### src/rtl/burst_ram_arbiter_pkg.sv
// rtl/burst_ram_arbiter_pkg.sv - shared types and constants for the BurstRAM arbiter
//
// Purpose : command encodings, FSM state type and client index type used by
//           the arbiter, its round-robin picker and the testbench.
package burst_ram_pkg;

   localparam logic CMD_READ  = 1'b0;
   localparam logic CMD_WRITE = 1'b1;

   typedef enum logic [1:0] {
      IDLE,
      ISSUE,
      WRITE_BURST,
      READ_WAIT
   } state_t;

   // Index of one of the two cache clients
   typedef logic client_t;

endpackage

### src/rtl/burst_ram_arbiter_if.sv
// rtl/burst_ram_arbiter_if.sv - client and BurstRAM signal bundle for the arbiter
//
// Purpose : groups both client ports and the BurstRAM port into one bundle.
// Modports:
//   slave  - arbiter side: takes client requests and RAM status, drives
//            grants, read-valid routing and the RAM command/write port.
//   master - environment side (clients plus BurstRAM), the mirror image.
interface burst_ram_arbiter_if #(
   parameter int ADDR_BITWIDTH = 10,
   parameter int DATA_BITWIDTH = 64
) ();
   localparam int MASK_BITWIDTH = DATA_BITWIDTH / 8;

   // client 0
   logic                     c0_req;
   logic                     c0_cmd;
   logic [ADDR_BITWIDTH-1:0] c0_addr;
   logic [DATA_BITWIDTH-1:0] c0_wr_data;
   logic [MASK_BITWIDTH-1:0] c0_data_mask;
   logic                     c0_gnt;
   logic                     c0_rd_data_valid;
   // client 1
   logic                     c1_req;
   logic                     c1_cmd;
   logic [ADDR_BITWIDTH-1:0] c1_addr;
   logic [DATA_BITWIDTH-1:0] c1_wr_data;
   logic [MASK_BITWIDTH-1:0] c1_data_mask;
   logic                     c1_gnt;
   logic                     c1_rd_data_valid;
   // shared read data
   logic [DATA_BITWIDTH-1:0] rd_data;
   // BurstRAM port
   logic                     br_cmd;
   logic                     br_cmd_en;
   logic [ADDR_BITWIDTH-1:0] br_addr;
   logic [DATA_BITWIDTH-1:0] br_wr_data;
   logic [MASK_BITWIDTH-1:0] br_data_mask;
   logic [DATA_BITWIDTH-1:0] br_rd_data;
   logic                     br_rd_data_valid;
   logic                     br_init_calib;
   logic                     br_busy;

   modport slave (
      input  c0_req, c0_cmd, c0_addr, c0_wr_data, c0_data_mask,
      input  c1_req, c1_cmd, c1_addr, c1_wr_data, c1_data_mask,
      input  br_rd_data, br_rd_data_valid, br_init_calib, br_busy,
      output c0_gnt, c0_rd_data_valid, c1_gnt, c1_rd_data_valid, rd_data,
      output br_cmd, br_cmd_en, br_addr, br_wr_data, br_data_mask
   );

   modport master (
      output c0_req, c0_cmd, c0_addr, c0_wr_data, c0_data_mask,
      output c1_req, c1_cmd, c1_addr, c1_wr_data, c1_data_mask,
      output br_rd_data, br_rd_data_valid, br_init_calib, br_busy,
      input  c0_gnt, c0_rd_data_valid, c1_gnt, c1_rd_data_valid, rd_data,
      input  br_cmd, br_cmd_en, br_addr, br_wr_data, br_data_mask
   );

endinterface

### src/rtl/burst_ram_arbiter_rr_arbiter_2.sv
// rtl/burst_ram_arbiter_rr_arbiter_2.sv - combinational 2-way round-robin pick
//
// Purpose : picks the client to serve from the raw request pair.
// Ports   : i_req[1:0] request per client, i_last last owner,
//           o_grant chosen client index, o_any_req any request present.
import burst_ram_pkg::*;

module rr_arbiter_2 (
   input  logic [1:0] i_req,
   input  client_t    i_last,
   output client_t    o_grant,
   output logic       o_any_req
);

   assign o_any_req = |i_req;
   // On a tie the client that did not own the RAM last wins; otherwise the
   // lone requester (index 1 only if client 1 is asking).
   assign o_grant   = (i_req == 2'b11) ? ~i_last : i_req[1];

endmodule

### src/rtl/burst_ram_arbiter.sv
// rtl/burst_ram_arbiter.sv - shares one BurstRAM port between two cache clients
//
// Purpose : round-robin grants whole bursts, issues the command, steers the
//           owner's write beats to the RAM and routes read beats to the owner.
// Ports   : clk, sys_rst_n (async active-low),
//           bus   - slave modport of burst_ram_arbiter_if (clients + BurstRAM),
//           owner - current or last owner, busy - arbiter not idle.
import burst_ram_pkg::*;

module burst_ram_arbiter #(
   parameter int ADDR_BITWIDTH = 10,
   parameter int DATA_BITWIDTH = 64,
   parameter int BURST_COUNT   = 4
) (
   input  logic                clk,
   input  logic                sys_rst_n,
   burst_ram_arbiter_if.slave  bus,
   output logic                owner,
   output logic                busy
);

   localparam int                BEAT_W    = $clog2(BURST_COUNT) + 1;
   localparam logic [BEAT_W-1:0] LAST_BEAT = BEAT_W'(BURST_COUNT - 1);

   state_t                   r_state;
   client_t                  r_owner;
   logic [BEAT_W-1:0]        r_beat;
   logic                     r_cmd;
   logic [ADDR_BITWIDTH-1:0] r_addr;
   logic                     r_cmd_en;
   logic [1:0]               r_gnt;

   client_t                  w_pick;
   logic                     w_any_req;
   logic                     w_start;
   logic                     w_rd_route;

   rr_arbiter_2 u_rr (
      .i_req     ({bus.c1_req, bus.c0_req}),
      .i_last    (r_owner),
      .o_grant   (w_pick),
      .o_any_req (w_any_req)
   );

   // br_busy and calibration only gate the decision taken in IDLE
   assign w_start = (r_state == IDLE) && bus.br_init_calib && !bus.br_busy && w_any_req;

   always_ff @(posedge clk or negedge sys_rst_n) begin
      if (!sys_rst_n) begin
         r_state  <= IDLE;
         r_owner  <= 1'b1;   // so client 0 wins the first tie
         r_beat   <= '0;
         r_cmd    <= CMD_READ;
         r_addr   <= '0;
         r_cmd_en <= 1'b0;
         r_gnt    <= 2'b00;
      end else begin
         unique case (r_state)
            IDLE: begin
               if (w_start) begin
                  r_owner  <= w_pick;
                  r_cmd    <= w_pick ? bus.c1_cmd  : bus.c0_cmd;
                  r_addr   <= w_pick ? bus.c1_addr : bus.c0_addr;
                  r_cmd_en <= 1'b1;
                  r_gnt    <= w_pick ? 2'b10 : 2'b01;
                  r_state  <= ISSUE;
               end
            end
            ISSUE: begin
               r_cmd_en <= 1'b0;
               r_gnt    <= 2'b00;
               if (r_cmd == CMD_WRITE) begin
                  // beat 0 went out alongside the command
                  r_beat  <= BEAT_W'(1);
                  r_state <= WRITE_BURST;
               end else begin
                  r_beat  <= '0;
                  r_state <= READ_WAIT;
               end
            end
            WRITE_BURST: begin
               if (r_beat == LAST_BEAT) begin
                  r_beat  <= '0;
                  r_state <= IDLE;
               end else begin
                  r_beat  <= r_beat + BEAT_W'(1);
               end
            end
            READ_WAIT: begin
               if (bus.br_rd_data_valid) begin
                  if (r_beat == LAST_BEAT) begin
                     r_beat  <= '0;
                     r_state <= IDLE;
                  end else begin
                     r_beat  <= r_beat + BEAT_W'(1);
                  end
               end
            end
            default: r_state <= IDLE;
         endcase
      end
   end

   assign bus.br_cmd       = r_cmd;
   assign bus.br_cmd_en    = r_cmd_en;
   assign bus.br_addr      = r_addr;
   assign bus.c0_gnt       = r_gnt[0];
   assign bus.c1_gnt       = r_gnt[1];

   // Write port always follows the owner so beats pass through with no added latency
   assign bus.br_wr_data   = r_owner ? bus.c1_wr_data   : bus.c0_wr_data;
   assign bus.br_data_mask = r_owner ? bus.c1_data_mask : bus.c0_data_mask;

   // Read beats are only meaningful while a read burst is outstanding
   assign w_rd_route           = (r_state == READ_WAIT) && bus.br_rd_data_valid;
   assign bus.c0_rd_data_valid = w_rd_route && !r_owner;
   assign bus.c1_rd_data_valid = w_rd_route &&  r_owner;
   assign bus.rd_data          = bus.br_rd_data;

   assign owner = r_owner;
   assign busy  = (r_state != IDLE);

endmodule

### src/flat_wrapper.sv
// flat-port wrapper written by rule: the top's interface ports become plain ports
module burst_ram_arbiter_flat 
#(
   parameter int ADDR_BITWIDTH = 10,
   parameter int DATA_BITWIDTH = 64,
   parameter int BURST_COUNT   = 4
)
  (clk, sys_rst_n, owner, busy, bus_c0_req, bus_c0_cmd, bus_c0_addr, bus_c0_wr_data, bus_c0_data_mask, bus_c1_req, bus_c1_cmd, bus_c1_addr, bus_c1_wr_data, bus_c1_data_mask, bus_br_rd_data, bus_br_rd_data_valid, bus_br_init_calib, bus_br_busy, bus_c0_gnt, bus_c0_rd_data_valid, bus_c1_gnt, bus_c1_rd_data_valid, bus_rd_data, bus_br_cmd, bus_br_cmd_en, bus_br_addr, bus_br_wr_data, bus_br_data_mask);
  burst_ram_arbiter_if #(.ADDR_BITWIDTH(ADDR_BITWIDTH), .DATA_BITWIDTH(DATA_BITWIDTH)) bus_i ();
  input  logic clk;
  input  logic sys_rst_n;
  output logic owner;
  output logic busy;
  input wire logic [$bits(bus_i.c0_req)-1:0] bus_c0_req;
  input wire logic [$bits(bus_i.c0_cmd)-1:0] bus_c0_cmd;
  input wire logic [$bits(bus_i.c0_addr)-1:0] bus_c0_addr;
  input wire logic [$bits(bus_i.c0_wr_data)-1:0] bus_c0_wr_data;
  input wire logic [$bits(bus_i.c0_data_mask)-1:0] bus_c0_data_mask;
  input wire logic [$bits(bus_i.c1_req)-1:0] bus_c1_req;
  input wire logic [$bits(bus_i.c1_cmd)-1:0] bus_c1_cmd;
  input wire logic [$bits(bus_i.c1_addr)-1:0] bus_c1_addr;
  input wire logic [$bits(bus_i.c1_wr_data)-1:0] bus_c1_wr_data;
  input wire logic [$bits(bus_i.c1_data_mask)-1:0] bus_c1_data_mask;
  input wire logic [$bits(bus_i.br_rd_data)-1:0] bus_br_rd_data;
  input wire logic [$bits(bus_i.br_rd_data_valid)-1:0] bus_br_rd_data_valid;
  input wire logic [$bits(bus_i.br_init_calib)-1:0] bus_br_init_calib;
  input wire logic [$bits(bus_i.br_busy)-1:0] bus_br_busy;
  output wire logic [$bits(bus_i.c0_gnt)-1:0] bus_c0_gnt;
  output wire logic [$bits(bus_i.c0_rd_data_valid)-1:0] bus_c0_rd_data_valid;
  output wire logic [$bits(bus_i.c1_gnt)-1:0] bus_c1_gnt;
  output wire logic [$bits(bus_i.c1_rd_data_valid)-1:0] bus_c1_rd_data_valid;
  output wire logic [$bits(bus_i.rd_data)-1:0] bus_rd_data;
  output wire logic [$bits(bus_i.br_cmd)-1:0] bus_br_cmd;
  output wire logic [$bits(bus_i.br_cmd_en)-1:0] bus_br_cmd_en;
  output wire logic [$bits(bus_i.br_addr)-1:0] bus_br_addr;
  output wire logic [$bits(bus_i.br_wr_data)-1:0] bus_br_wr_data;
  output wire logic [$bits(bus_i.br_data_mask)-1:0] bus_br_data_mask;
  assign bus_i.c0_req = bus_c0_req;
  assign bus_i.c0_cmd = bus_c0_cmd;
  assign bus_i.c0_addr = bus_c0_addr;
  assign bus_i.c0_wr_data = bus_c0_wr_data;
  assign bus_i.c0_data_mask = bus_c0_data_mask;
  assign bus_i.c1_req = bus_c1_req;
  assign bus_i.c1_cmd = bus_c1_cmd;
  assign bus_i.c1_addr = bus_c1_addr;
  assign bus_i.c1_wr_data = bus_c1_wr_data;
  assign bus_i.c1_data_mask = bus_c1_data_mask;
  assign bus_i.br_rd_data = bus_br_rd_data;
  assign bus_i.br_rd_data_valid = bus_br_rd_data_valid;
  assign bus_i.br_init_calib = bus_br_init_calib;
  assign bus_i.br_busy = bus_br_busy;
  assign bus_c0_gnt = bus_i.c0_gnt;
  assign bus_c0_rd_data_valid = bus_i.c0_rd_data_valid;
  assign bus_c1_gnt = bus_i.c1_gnt;
  assign bus_c1_rd_data_valid = bus_i.c1_rd_data_valid;
  assign bus_rd_data = bus_i.rd_data;
  assign bus_br_cmd = bus_i.br_cmd;
  assign bus_br_cmd_en = bus_i.br_cmd_en;
  assign bus_br_addr = bus_i.br_addr;
  assign bus_br_wr_data = bus_i.br_wr_data;
  assign bus_br_data_mask = bus_i.br_data_mask;
  burst_ram_arbiter #(.ADDR_BITWIDTH(ADDR_BITWIDTH), .DATA_BITWIDTH(DATA_BITWIDTH), .BURST_COUNT(BURST_COUNT)) u_core (.clk(clk), .sys_rst_n(sys_rst_n), .bus(bus_i), .owner(owner), .busy(busy));
endmodule
### config.mk
export PLATFORM = sky130hd
export DESIGN_NAME = burst_ram_arbiter_flat
export DESIGN_NICKNAME = d
export VERILOG_FILES = /design/src/rtl/burst_ram_arbiter_pkg.sv /design/src/rtl/burst_ram_arbiter_if.sv /design/src/rtl/burst_ram_arbiter_rr_arbiter_2.sv /design/src/rtl/burst_ram_arbiter.sv /design/src/flat_wrapper.sv
export SDC_FILE = /design/constraint.sdc
export NUM_CORES = 1
export LEC_CHECK = 0
export CAP_MARGIN = 40
export CORE_AREA = 2 2 154 156
export DETAILED_ROUTE_END_ITERATION = 8
export DIE_AREA = 0 0 156 158
export PLACE_DENSITY_LB_ADDON = 0.05
export SLEW_MARGIN = 30
export SYNTH_ARGS = -nofsm -noshare
export SYNTH_HDL_FRONTEND = slang
export SYNTH_SLANG_ARGS = --single-unit
### constraint.sdc
create_clock -name clk -period 1.9 [get_ports clk]
set_input_delay 0.285 -clock clk [delete_from_list [all_inputs] [get_ports clk]]
set_output_delay 0.285 -clock clk [all_outputs]
set_load 0.02 [all_outputs]
==> results of run 1 <==
==> kinds of logic after synthesis <==
kind of cell	count (synthesis)
muxes	85
AOI/OAI and AO/OA	29
adders and majority gates	1
and+or+nand+nor	27
DFF	20
buffers and inverters	81
==> final timing paths <==
kind	cells after the start	slack (ns)	endpoint	startpoint
max in group asynchronous	2	1.25	u_core.owner$_DFFE_PN1P_	sys_rst_n
min in group clk	2	0.49	u_core.bus.br_cmd_en$_DFFE_PN0P_	u_core.bus.br_cmd_en$_DFFE_PN0P_
worst max register to register	7	0.10	u_core.bus.br_addr[5]$_DFFE_PN0P_	u_core.owner$_DFFE_PN1P_
worst min-delay path	2	0.37	u_core.r_beat[1]$_DFFE_PN0P_	sys_rst_n
worst max-delay path	5	-0.15	bus_br_wr_data[12]	u_core.owner$_DFFE_PN1P_
worst min register to register	2	0.49	u_core.bus.br_cmd_en$_DFFE_PN0P_	u_core.bus.br_cmd_en$_DFFE_PN0P_
==> stage by stage <==
step	TNS (ns)	cell area [um^2]	worst slack, ns	hold WS [ns]
final	-6.08	5660	-0.146	0.372
after global placement	-14.25	4910	-0.212	0.473
after global routing	-8.88	5660	-0.192	0.416
after CTS	-9.44	4820	-0.243	0.384
after floorplan	0	2400	0.0255	-0.0106
after detailed placement	-12.93	4920	-0.242	0.487
==> cells in the final DEF (no fill, tap or decap), types with 2 or more instances in the layout <==
cell	n
sky130_fd_sc_hd__clkdlybuf4s50_1	186
sky130_fd_sc_hd__buf_8	4
sky130_fd_sc_hd__buf_6	64
sky130_fd_sc_hd__buf_12	8
sky130_fd_sc_hd__clkbuf_2	6
sky130_fd_sc_hd__mux2_4	57
sky130_fd_sc_hd__clkbuf_16	8
sky130_fd_sc_hd__nor2_1	12
sky130_fd_sc_hd__buf_2	11
sky130_fd_sc_hd__nand2b_1	2
sky130_fd_sc_hd__buf_4	18
sky130_fd_sc_hd__mux2_2	15
sky130_fd_sc_hd__a21oi_2	9
sky130_fd_sc_hd__o21ai_0	3
sky130_fd_sc_hd__dfrtp_1	18
sky130_fd_sc_hd__a21oi_1	7
sky130_fd_sc_hd__mux2i_1	12
sky130_fd_sc_hd__nand2_1	8
sky130_fd_sc_hd__inv_1	2
==> power by group <==
part,switching [W],internal (W)
clock,0.000170,0.000322
sequential,0.000163,0.000647
combinational,0.00248,0.00334
total,0.00281,0.00431
==> state kept, by name, summed over array words and instances (netlist names) <==
signal / count
u_core.owner: 1
u_core.r_state: 2
u_core.r_gnt: 2
u_core.bus.br_cmd: 1
u_core.r_beat: 3
u_core.bus.br_cmd_en: 1
u_core.bus.br_addr: 10
==> repair_timing <==
action / CTS / global route
setup buffers: 0 / 21
gates cloned: 0 / 8
resized for setup: 218 / 285
endpoints found under the hold margin: 0 / 0
pin swaps: 0 / 1
endpoints found under the setup margin: 75 / 74
==> cell type report <==
class / instances / area, um^2
Inverter: 3 / 11.3
Sequential cell: 20 / 507
Clock buffer: 4 / 88.8
Multi-Input combinational cell: 142 / 1530
Fill cell: 2472 / 17400
Tap cell: 290 / 363
Timing Repair Buffer: 303 / 3160
==> layer usage <==
layer | GRT usage [%] | routed length [um]
met5 | 0 | 0
met4 | 1.75 | 65
met3 | 3.94 | 1520
met2 | 16.5 | 6710
met1 | 9.15 | 5090
==> results.txt, run 1 <==
After detailed routing, the total wire length is 13400 um. The type of the setup path with the least slack was reg2out. In the synthesized netlist, the cells that appear most often are 72 x sky130_fd_sc_hd__mux2_2, 64 x sky130_fd_sc_hd__buf_4, 19 x sky130_fd_sc_hd__dfrtp_1.

After global routing the overflow that remains totals 0. The run gives 56 as the floorplan row count. The analysis attributes to cell leakage a power of 2.47 nW. The run finished, with violations left. Multiplexer cells account for 39.2% of the synthesized area. The critical path required time was 1.62 ns; the global-route wire length before repair was 16300 um. The tools report the post-detailed-route count of antenna-violating nets as 0. For this design, the CTS-stage hold fixing added 0 buffers. The die span in y was 158 um; the placed cell count was 729.

The run gives 8.84% as the all-layer global routing usage. Counting the buffers created by CTS gives 3. The tools report the final weighted congestion in routability-driven placement as 0.692. In the routed layout, each cell is associated on average with a via count of 3.49. The signal on the critical path passes through buf_12 > buf_12 > clkbuf_16 > mux2_4 > buf_6.

The minimum period implied by the final worst setup slack was 2.05 ns; the share of layout cells above drive strength 1 was 44.5%. Setup repair after global routing could not meet its margin everywhere. The area growth from synthesis to layout came out at 136%. On the critical path, the stage with the largest delay is an instance of sky130_fd_sc_hd__dfstp_4.

In this run the mean area of a mapped cell was 9.88 um^2. HPWL after detailed placement: 10300 um. The most used flip-flop cell after synthesis is sky130_fd_sc_hd__dfrtp_1. The number of remaining DRC errors came out at 0.

The maximum resistive drop on vdd was 0.000459 V; the synthesized-area fraction occupied by and/or/nand/nor cells was 5.58%. Entering global routing, the biggest net connects 30 pins. The synthesized design devotes to its leading area cell type 33.8% of total area. At the pin with the least slew margin, the transition time is 0.367 ns. Yosys attributes the largest share of cell area to sky130_fd_sc_hd__mux2_2 34%, sky130_fd_sc_hd__buf_4 20%, sky130_fd_sc_hd__dfrtp_1 20%.

The post-detailed-route wirelength per cell was 17.6 um; the final standard cell utilization of the core was 24.5%. Measured along the x axis, the die boundary spans 156 um. The length of the first detailed-routing pass in iterations was 4; the share of the cycle needed by the critical path after routing was 108%. Synthesis inferred 20 register bits.

Along the worst path, the maximum fanout reaches 7. The total number of clock tree sinks is 20. TritonCTS built the clock tree. The tools report the timing-limited maximum frequency as 0.489 GHz. By area, the combinational part of the netlist is dominated by multiplexers.

Counting along the longest clock path gives a buffer depth of 2. The final count of pins violating max slew is 0, and the non-filler instance count after layout is 762. The overall power after layout came out at 0.00712 W.

The worst setup path is captured at an output port. The cell with the most instances on the worst path is sky130_fd_sc_hd__buf_12. Synthesis instantiated 32 different standard cells from the library. For the number of antenna violations at the first check in global routing, the log shows 0.

For this design the ratio of total power to cell area is 1260 nW/um^2. During I/O placement, the number of pins put on the boundary was 391. 0 antenna diodes ended up in the layout. Xor and xnor area share after synthesis: 0%. The yosys synthesis warning count came out at 0. Master cell of the clock root buffer: sky130_fd_sc_hd__clkbuf_16. The tools report the setup slack after layout as -0.146 ns.

The checks that failed: setup timing. STA classifies the critical path startpoint as a flip-flop. The clock-pin slew on the worst setup and hold paths was 0.06 ns; the buffer and inverter count on the worst path was 4. The logs give 481 for the synthesized netlist net count and 24600 um^2 for the area of the die.

The post-synthesis share of cell area spent on full adders, half adders and majority gates is 0.521%. Class of the tightest hold or removal check: in2async. Between clock sinks in the finished design, the worst skew comes to 0.00141 ns.

For the worst slew margin relative to its limit, the log shows 75.4%. After floorplanning, the core was sized to cover 23100 um^2. The tools report the later-pin clock latency in the skew report as 0.26 ns. The tool flagged a number of max-cap violations equal to 0. The number of synthesized flops with an enable pin was 0; the number of global-route vias before repair was 2537.

The run gives 2660 as the routed via count. The delay of the slowest cell on the worst path was 0.66 ns. Port buffering added 262 buffers. The number of H-tree branching levels was 1; the data arrival time of the critical path was 1.76 ns. The tools report the number of nets in the finished design as 711. Setup violations remaining at the end of the flow were counted as 61. Summing the areas of all compound-gate instances in the mapped netlist gives 8.92% of the synthesized area. The run gives 243 as the number of instances in the synthesized netlist. The cell family contributing the most delay on the critical path is flip-flops.

The fraction of registers with async set/reset was 100%. The number of design-rule violations left by the first detailed-router iteration came out at 53. sky130_fd_sc_hd__mux2_2 takes more of the synthesized area than any other cell. sky130_fd_sc_hd__mux2_2 is the most common cell in the netlist. The final hold violation count is 0. The cell area that synthesis handed to floorplanning was 2400 um^2. Once the floorplan was initialized, standard cells occupied 10.4% of the core.

Sequential cell area fraction in the yosys report: 20.9%.
(Power assumes the default switching activity.)
==> run 2, diff against run 1 <==
REMOVE_ABC_BUFFERS = 1   (was not set)
==> run 2 against run 1 <==
The flow still finishes with violations (setup timing); critical endpoint is now bus_br_wr_data[7]; die area stayed put; critical path depth stayed put; utilization is 0.50 points lower; sequential share of layout area is 0.19 points higher; clock power is 6.5% lower; setup slack worse by 0.015 ns; flip-flop and latch count stayed put; via count is 8.8% higher; power is 4.5% lower; first-iteration DRC count is 79% higher; clock-buffer cell count stayed put; clock skew is 0.0021 ns higher.
==> results.txt, run 2 (synthesis gave the netlist of run 1 again) <==
The flow ran to the end, but the final reports show violations. The final reports fail on setup timing. Final hold violation count: 0 (unchanged). The tools report the number of antenna violations at the first check in global routing as 3 (+3). In the layout the commonest cells are 187 x sky130_fd_sc_hd__clkdlybuf4s50_1, 47 x sky130_fd_sc_hd__buf_6, 37 x sky130_fd_sc_hd__mux2_4. The routed via count is 2895 (+8.8%). The run gives 2.35 nW (-5.0%) as the leakage power summed over all cells. The tools report the HPWL after detailed placement as 15500 um (+51%). The number of setup violations in the final report was 69 (+13%).

The later-pin clock latency in the skew report is 0.26 ns (about the same). The multi-input gate area in the final layout is 1480 um^2 (-3.4%), and the worst slew margin relative to its limit is 79.2% (+3.8 points). The logs give 0.00275 W (-2.1%) for the switching power and 507 um^2 (unchanged) for the combined flip-flop and latch cell area. The length of the first detailed-routing pass in iterations was 4 (unchanged); the max-capacitance violation count was 0 (unchanged). The setup clock skew after layout was 0.00347 ns (+0.00206 ns). For the total number of clock tree sinks, the log shows 20 (unchanged). Leaving out fill and tap cells, the most frequent cell in the layout is sky130_fd_sc_hd__clkdlybuf4s50_1.

The switching portion of total power was 40.4% (+0.97 points). The timing-limited maximum frequency is 0.485 GHz (-0.71%). The tools report the initial core utilization as 10.4% (unchanged).

The logs give 56 (unchanged) for the floorplan row count and 80.7% (-1.0 points) for the portion of total power attributed to combinational logic. Highest net fanout along the worst path: 8 (+1). The area of the die came out at 24600 um^2 (unchanged).

By instance count, the cell type seen most on the critical path is sky130_fd_sc_hd__buf_6. The area growth from synthesis to layout is 131%, and the setup TNS is -5.54 ns (+0.535 ns). The ratio of total power to cell area works out to 1230 nW/um^2 (-2.5%).

The post-detailed-route count of antenna-violating nets came out at 0 (unchanged). The post-detailed-route wirelength per cell was 25.1 um (+43%); the number of flip-flops under the largest register name was 10 (unchanged). The run gives 95 (+79%) as the number of design-rule violations left by the first detailed-router iteration. The top-level port count was 391 (unchanged).

For this design, the slowest cell found on the critical path is sky130_fd_sc_hd__dfstp_4. The endpoint identified for the worst register-to-register timing path is u_core.bus.br_addr[3]$_DFFE_PN0P_. The run gives 4990 um^2 (+1.3%) as the total placed instance area. The maximum number of pins on one net before global-route repair was 21 (-30%); the number of remaining DRC errors was 0 (unchanged).

The mean number of vias per cell works out to 3.77 (+8.1%). The logs give 19300 um (+44%) for the total length of routed wires and 24.0% (-0.50 points) for the final standard cell utilization of the core. The width of the chip was 156 um (unchanged). For the sequential power share, the log shows 12.5% (+1.1 points). The maximum resistive drop on vdd is 0.000344 V (-25%), and the die span in y is 158 um (unchanged). The tools report the count of hold-fix buffers inserted at cts as 0 (unchanged). The logs give 24100 um (+47%) for the global-route wire length before repair and 3 (unchanged) for the number of buffers inserted during clock tree synthesis. The run gives 1.62 ns (about the same) as the critical path required time. The number of global-route vias before repair is 2881 (+14%).

The transition time at the pin with the least slew margin is 0.312 ns (-0.0558 ns). Traced cell by cell, the critical path runs through buf_12 > buf_16 > buf_6 > mux2_4 > buf_6. The total non-filler cell area in the finished layout is 5540 um^2 (-2.1%). STA classifies the critical path endpoint as an output port.

The share of the cycle needed by the critical path after routing is 108% (+0.77 points), and the worst reg-to-reg setup slack is 0.09 ns (about the same). The logic depth of the worst register-to-register path is 7 (unchanged), and the final count of pins violating max slew is 0 (unchanged). Number of port buffers: 262 (unchanged). The master cell of the clock root buffer is sky130_fd_sc_hd__clkbuf_16.

The delay of the slowest cell on the worst path works out to 0.72 ns (+0.06 ns). The tools report the setup slack after layout as -0.161 ns (-0.0147 ns). The tools report the nature of the critical path startpoint as a flip-flop. The run gives 0 (unchanged) as the antenna diode count. The tightest min-delay check is of the in2async type. The run gives 0 (unchanged) as the overflow left after global routing. The minimum period implied by the final worst setup slack is 2.06 ns (+0.0147 ns). The fill cell total of the finished layout is 2472 (unchanged).

The share of layout cells above drive strength 1 was 45.5% (+1.0 points); the maximum buffer depth of the clock tree was 2 (unchanged). Core area: 23100 um^2 (unchanged). The worst register-to-register path begins at u_core.owner$_DFFE_PN1P_. The run gives 6.8% (about the same) as the part of the total power dissipated in the clock network. The internal power summed over all cells is 0.00405 W (-6.0%). The clock-pin slew on the worst setup and hold paths was 0.06 ns (about the same); the final weighted congestion in routability-driven placement was 0.704 (+1.7%). The setup path with the least slack is of type reg2out.

Setup repair after global routing could not meet its margin everywhere. The data arrival time of the critical path was 1.78 ns (+0.02 ns); the number of nets in the finished design was 716 (+0.70%). TritonCTS built the clock tree. All-layer global routing usage: 14.1% (+5.3 points). The number of H-tree branching levels is 1 (unchanged).
==> run 2: changes by cell type in the layout (fill, tap and decap cells not counted), moves of 4 or more <==
cell | before | now
sky130_fd_sc_hd__mux2_2 | 15 | 35
sky130_fd_sc_hd__mux2_4 | 57 | 37
sky130_fd_sc_hd__buf_6 | 64 | 47
sky130_fd_sc_hd__buf_2 | 11 | 27
sky130_fd_sc_hd__buf_4 | 18 | 26
sky130_fd_sc_hd__clkdlybuf4s15_2 | 0 | 7
sky130_fd_sc_hd__clkbuf_2 | 6 | 1
sky130_fd_sc_hd__buf_16 | 0 | 4
sky130_fd_sc_hd__clkbuf_16 | 8 | 4
sky130_fd_sc_hd__mux2i_1 | 12 | 8
==> run 2: critical path, delay by kind of cell (launching register included) <==
| kind | cells | cell delay (ns) |
|---|---|---|
| buffers and inverters | 4 | 0.50 |
| flip-flops | 1 | 0.72 |
| multiplexers | 1 | 0.29 |
==> run 2: worst max path at each step <==
stage / start / end / slack (ns) / cells after the start
6_report: u_core.owner$_DFFE_PN1P_ / bus_br_wr_data[7] / -0.16 / 5
4_1_cts: u_core.owner$_DFFE_PN1P_ / bus_br_data_mask[2] / -0.25 / 3
3_5_place_dp: u_core.owner$_DFFE_PN1P_ / bus_br_wr_data[47] / -0.24 / 3
2_1_floorplan: u_core.owner$_DFFE_PN1P_ / u_core.bus.br_addr[0]$_DFFE_PN0P_ / -0.44 / 3
3_3_place_gp: u_core.owner$_DFFE_PN1P_ / bus_br_wr_data[47] / -0.22 / 3
5_1_grt: u_core.owner$_DFFE_PN1P_ / bus_br_wr_data[16] / -0.21 / 3
==> run 2: routing by layer <==
layer	track usage (%)	wire length [um]	vias up
met5	4.14	130	-
met4	1.18	97	6
met3	11.0	3280	17
met2	22.6	8900	278
met1	15.1	6870	1343
li1	-	-	1251
==> run 2: layout make-up <==
type                            count  share of cell area [%]
Inverter                            3                   0.203
Timing Repair Buffer              308                    56.0
Clock buffer                        4                    1.42
Tap cell                          290                    6.55
Sequential cell                    20                    9.14
Multi-Input combinational cell    142                    26.7
==> run 2: per-stage QoR <==
stage / instances / hold slack [ns] / power (W) / worst slack (ns)
2_1_floorplan: 165 / -0.0106 / 0.00305 / -0.444
3_3_place_gp: 735 / 0.471 / 0.00540 / -0.219
3_5_place_dp: 735 / 0.475 / 0.00537 / -0.240
4_1_cts: 755 / 0.401 / 0.00661 / -0.247
5_1_grt: 767 / 0.424 / 0.00721 / -0.210
6_report: 767 / 0.390 / 0.00680 / -0.161
==> run 2: repair_timing <==
action | CTS | global route
pin swaps | 1 | 2
gates cloned | 4 | 1
setup buffers | 12 | 12
hold endpoints to repair | 0 | 0
resized for setup | 351 | 83
setup endpoints to repair | 75 | 85
==> run 2: power by group through the flow <==
stage / Combinational, W / Sequential (W) / Clock, W
after floorplan: 0.00184 / 0.00120 / 0
after global placement: 0.00457 / 0.000837 / 0
after detailed placement: 0.00452 / 0.000845 / 0
after CTS: 0.00526 / 0.000864 / 0.000485
after global routing: 0.00582 / 0.000885 / 0.000503
final: 0.00549 / 0.000850 / 0.000460
==> run 3, diff against run 2 <==
SETUP_SLACK_MARGIN = 0.05   (was not set)
==> run 3 against run 2 <==
The flow still finishes with violations (setup timing); first-iteration DRC count is 33% lower; die area stayed put; hold slack got worse by 0.00064 ns; wire length is 0.46% higher; sequential power is essentially flat; fmax fell by 0.11%; critical path depth unchanged; highest routed layer unchanged; global-route usage increased by 0.10 points; combinational power increased by 2%; flip-flop and latch count unchanged.
==> results.txt, run 3 (synthesis gave the netlist of run 1 again) <==
The class of the tightest hold or removal check was in2async. The tools report the start of the worst register-to-register path as u_core.owner$_DFFE_PN1P_. For the switching power, the log shows 0.00279 W (+1.3%). The top-level port count was 391 (unchanged); the switching portion of total power was 40.4% (about the same).

In the layout the commonest cells are 186 x sky130_fd_sc_hd__clkdlybuf4s50_1, 49 x sky130_fd_sc_hd__buf_6, 37 x sky130_fd_sc_hd__mux2_4. The tools report the number of buffers inserted during clock tree synthesis as 3 (unchanged). The critical path is of the reg2out type.

STA classifies the critical path startpoint as a flip-flop. Number of nets in the finished design: 717 (+0.14%). The maximum buffer depth of the clock tree was 2 (unchanged); the fill cell total of the finished layout was 2464 (-0.32%). The portion of total power attributed to combinational logic came out at 81.0% (+0.3 points). For the met2 global-route usage, the log shows 23.0% (+0.36 points). Tracing the worst setup path back leads to its startpoint at u_core.owner$_DFFE_PN1P_. The HPWL after detailed placement was 15500 um (unchanged). For the critical path required time, the log shows 1.62 ns (about the same).

The signal on the critical path passes through buf_12 > buf_16 > buf_6 > mux2_4 > buf_6. The cell with the most instances on the worst path is sky130_fd_sc_hd__buf_6. The run gives 1550 um^2 (+4.6%) as the multi-input gate area in the final layout. The buffer and inverter count on the worst path was 4 (unchanged); the post-detailed-route wirelength per cell was 25.2 um (+0.33%). For the count of hold-fix buffers inserted at cts, the log shows 0 (unchanged).

The most used routing layer in global routing was met2. The run gives 1 (unchanged) as the number of H-tree branching levels. The run gives 6.7% (about the same) as the part of the total power dissipated in the clock network. For the fraction of met3 tracks used by global routing, the log shows 11.9% (+0.85 points). Total number of clock tree sinks: 20 (unchanged). Delay of the slowest cell on the worst path: 0.72 ns (about the same).

The logs give 14.2% (+0.10 points) for the all-layer global routing usage and 0.26 ns (about the same) for the later-pin clock latency in the skew report. The max-capacitance violation count is 0 (unchanged). The number of port buffers is 262 (unchanged), and the total placed instance area is 4990 um^2 (unchanged). The area growth from synthesis to layout is 135%. The total non-filler cell area in the finished layout is 5640 um^2 (+1.7%). The minimum period implied by the final worst setup slack is 2.06 ns (+0.00232 ns), and the leakage power summed over all cells is 2.36 nW (+0.44%).

The tools report the post-detailed-route count of antenna-violating nets as 0 (unchanged). TritonCTS built the clock tree. The tools report the global-route wire length before repair as 24200 um (+0.49%). The routing usage on met1 is 14.6% (-0.45 points). The antenna diode count was 0 (unchanged); the ratio of total power to cell area was 1220 nW/um^2 (-0.28%).

The initial core utilization came out at 10.4% (unchanged). The mean number of vias per cell is 3.75 (-0.65%). The logs give 4 (unchanged) for the length of the first detailed-routing pass in iterations and 19400 um (+0.46%) for the total length of routed wires.

The setup TNS is -5.62 ns (-0.0771 ns). The share of the cycle needed by the critical path after routing works out to 109% (+0.12 points). The final hold violation count is 0 (unchanged).

The number of setup violations in the final report came out at 69 (unchanged). For the number of antenna violations at the first check in global routing, the log shows 3 (unchanged). The number of remaining DRC errors is 0 (unchanged). The checks that failed: setup timing. The logic depth of the worst register-to-register path came out at 7 (unchanged). Setup repair after global routing could not meet its margin everywhere. The width of the chip is 156 um (unchanged), and the number of flip-flops under the largest register name is 10 (unchanged). The area of the die is 24600 um^2 (unchanged). For the floorplan row count, the log shows 56 (unchanged). The number of stages on the worst setup path is 5 (unchanged).

The logs give 12.3% (-0.2 points) for the sequential power share and 507 um^2 (unchanged) for the combined flip-flop and latch cell area. The element type at the critical path end was an output port. The highest net fanout along the worst path is 8 (unchanged). The destination of the worst register-to-register timing path is u_core.bus.br_addr[3]$_DFFE_PN0P_. The library cell used most frequently in the layout, excluding fill and tap cells, is sky130_fd_sc_hd__clkdlybuf4s50_1. The tools report the destination of the critical timing path as bus_br_wr_data[7]. The run gives 2880 (-0.52%) as the routed via count. The setup slack after layout is -0.163 ns (-0.00232 ns), and the maximum number of pins on one net before global-route repair is 21 (unchanged). The data arrival time of the critical path was 1.78 ns (about the same). The timing-limited maximum frequency is 0.485 GHz (-0.11%), and the share of layout cells above drive strength 1 is 46.9% (+1.4 points).

The run finished, with violations left. For the overflow left after global routing, the log shows 0 (unchanged). The tools report the internal power summed over all cells as 0.00411 W (+1.4%). The cell type of the slowest stage on the worst timing path was sky130_fd_sc_hd__dfstp_4. The setup clock skew after layout was 0.00541 ns (+0.00195 ns); the core area was 23100 um^2 (unchanged). For the number of global-route vias before repair, the log shows 2878 (-0.10%).

Maximum resistive drop on vdd: 0.000347 V (+0.93%). The tools report the final count of pins violating max slew as 0 (unchanged). Transition time at the pin with the least slew margin: 0.313 ns (+0.00104 ns). Broken down by cell family, the worst path's largest delay share belongs to flip-flops. The die span in y works out to 158 um (unchanged).

The tree is rooted in a sky130_fd_sc_hd__clkbuf_16. The logs give 79.2% (about the same) for the worst slew margin relative to its limit and 0.704 (unchanged) for the final weighted congestion in routability-driven placement. The tools report the overall power after layout as 0.00689 W (+1.4%). The clock-pin slew on the worst setup and hold paths came out at 0.06 ns (about the same).

The worst reg-to-reg setup slack is 0.07 ns (-0.02 ns). The tools report the number of design-rule violations left by the first detailed-router iteration as 64 (-33%).
[run 3: changes by cell type in the layout (fill, tap and decap cells not counted), sizes merged]
cell           before  now
dlygate4sd2         0    1
clkdlybuf4s50     187  186
buf               112  113
[run 3: cell type report]
type                    count  share of cell area [%]
clock buffers               4                    1.40
inverters                   3                   0.244
multi-input cells         142                    27.4
flip-flops and latches     20                    8.99
repair buffers            309                    55.5
well taps                 290                    6.44
[run 3: layer usage]
metal	routed length, um	vias to the layer above	share of wire [%]
met3	3440	13	18
met4	85	4	0.44
met5	78	-	0.40
li1	-	1256	-
met2	8980	266	46
met1	6800	1341	35
[run 3: metrics by stage]
step	std cells	worst slack (ns)	utilization (%)	hold slack [ns]
final	768	-0.163	24.5	0.389
after global routing	768	-0.210	24.5	0.424
after CTS	755	-0.247	23.6	0.401
after detailed placement	735	-0.240	21.6	0.475
after global placement	735	-0.219	21.6	0.471
after floorplan	165	-0.444	-	-0.0106
[run 3: power by group through the flow]
stage                     Sequential [W]  Clock [W]  Combinational, W
after floorplan                  0.00120          0           0.00184
after global placement          0.000837          0           0.00457
after detailed placement        0.000845          0           0.00452
after CTS                       0.000867   0.000485           0.00526
after global routing            0.000885   0.000503           0.00592
final                           0.000849   0.000459           0.00559
[run 3: what timing repair did]
action / CTS / global route
buffers inserted: 12 / 13
pin swaps: 3 / 10
gates resized for setup: 359 / 94
cloned: 4 / 1
endpoints found under the setup margin: 76 / 85
[run 3: how the worst min path moves through the flow]
| stage | start | end | slack (ns) | depth (start not counted) |
|---|---|---|---|---|
| global placement | u_core.bus.br_cmd_en$_DFFE_PN0P_ | u_core.bus.br_cmd_en$_DFFE_PN0P_ | 0.47 | 2 |
| finish | sys_rst_n | u_core.bus.br_addr[1]$_DFFE_PN0P_ | 0.39 | 2 |
| detailed placement | u_core.bus.br_cmd_en$_DFFE_PN0P_ | u_core.bus.br_cmd_en$_DFFE_PN0P_ | 0.48 | 2 |
| CTS | sys_rst_n | u_core.bus.br_addr[5]$_DFFE_PN0P_ | 0.40 | 2 |
| global route | sys_rst_n | u_core.bus.br_addr[5]$_DFFE_PN0P_ | 0.42 | 2 |
| floorplan | sys_rst_n | u_core.bus.br_addr[0]$_DFFE_PN0P_ | -0.01 | 0 |
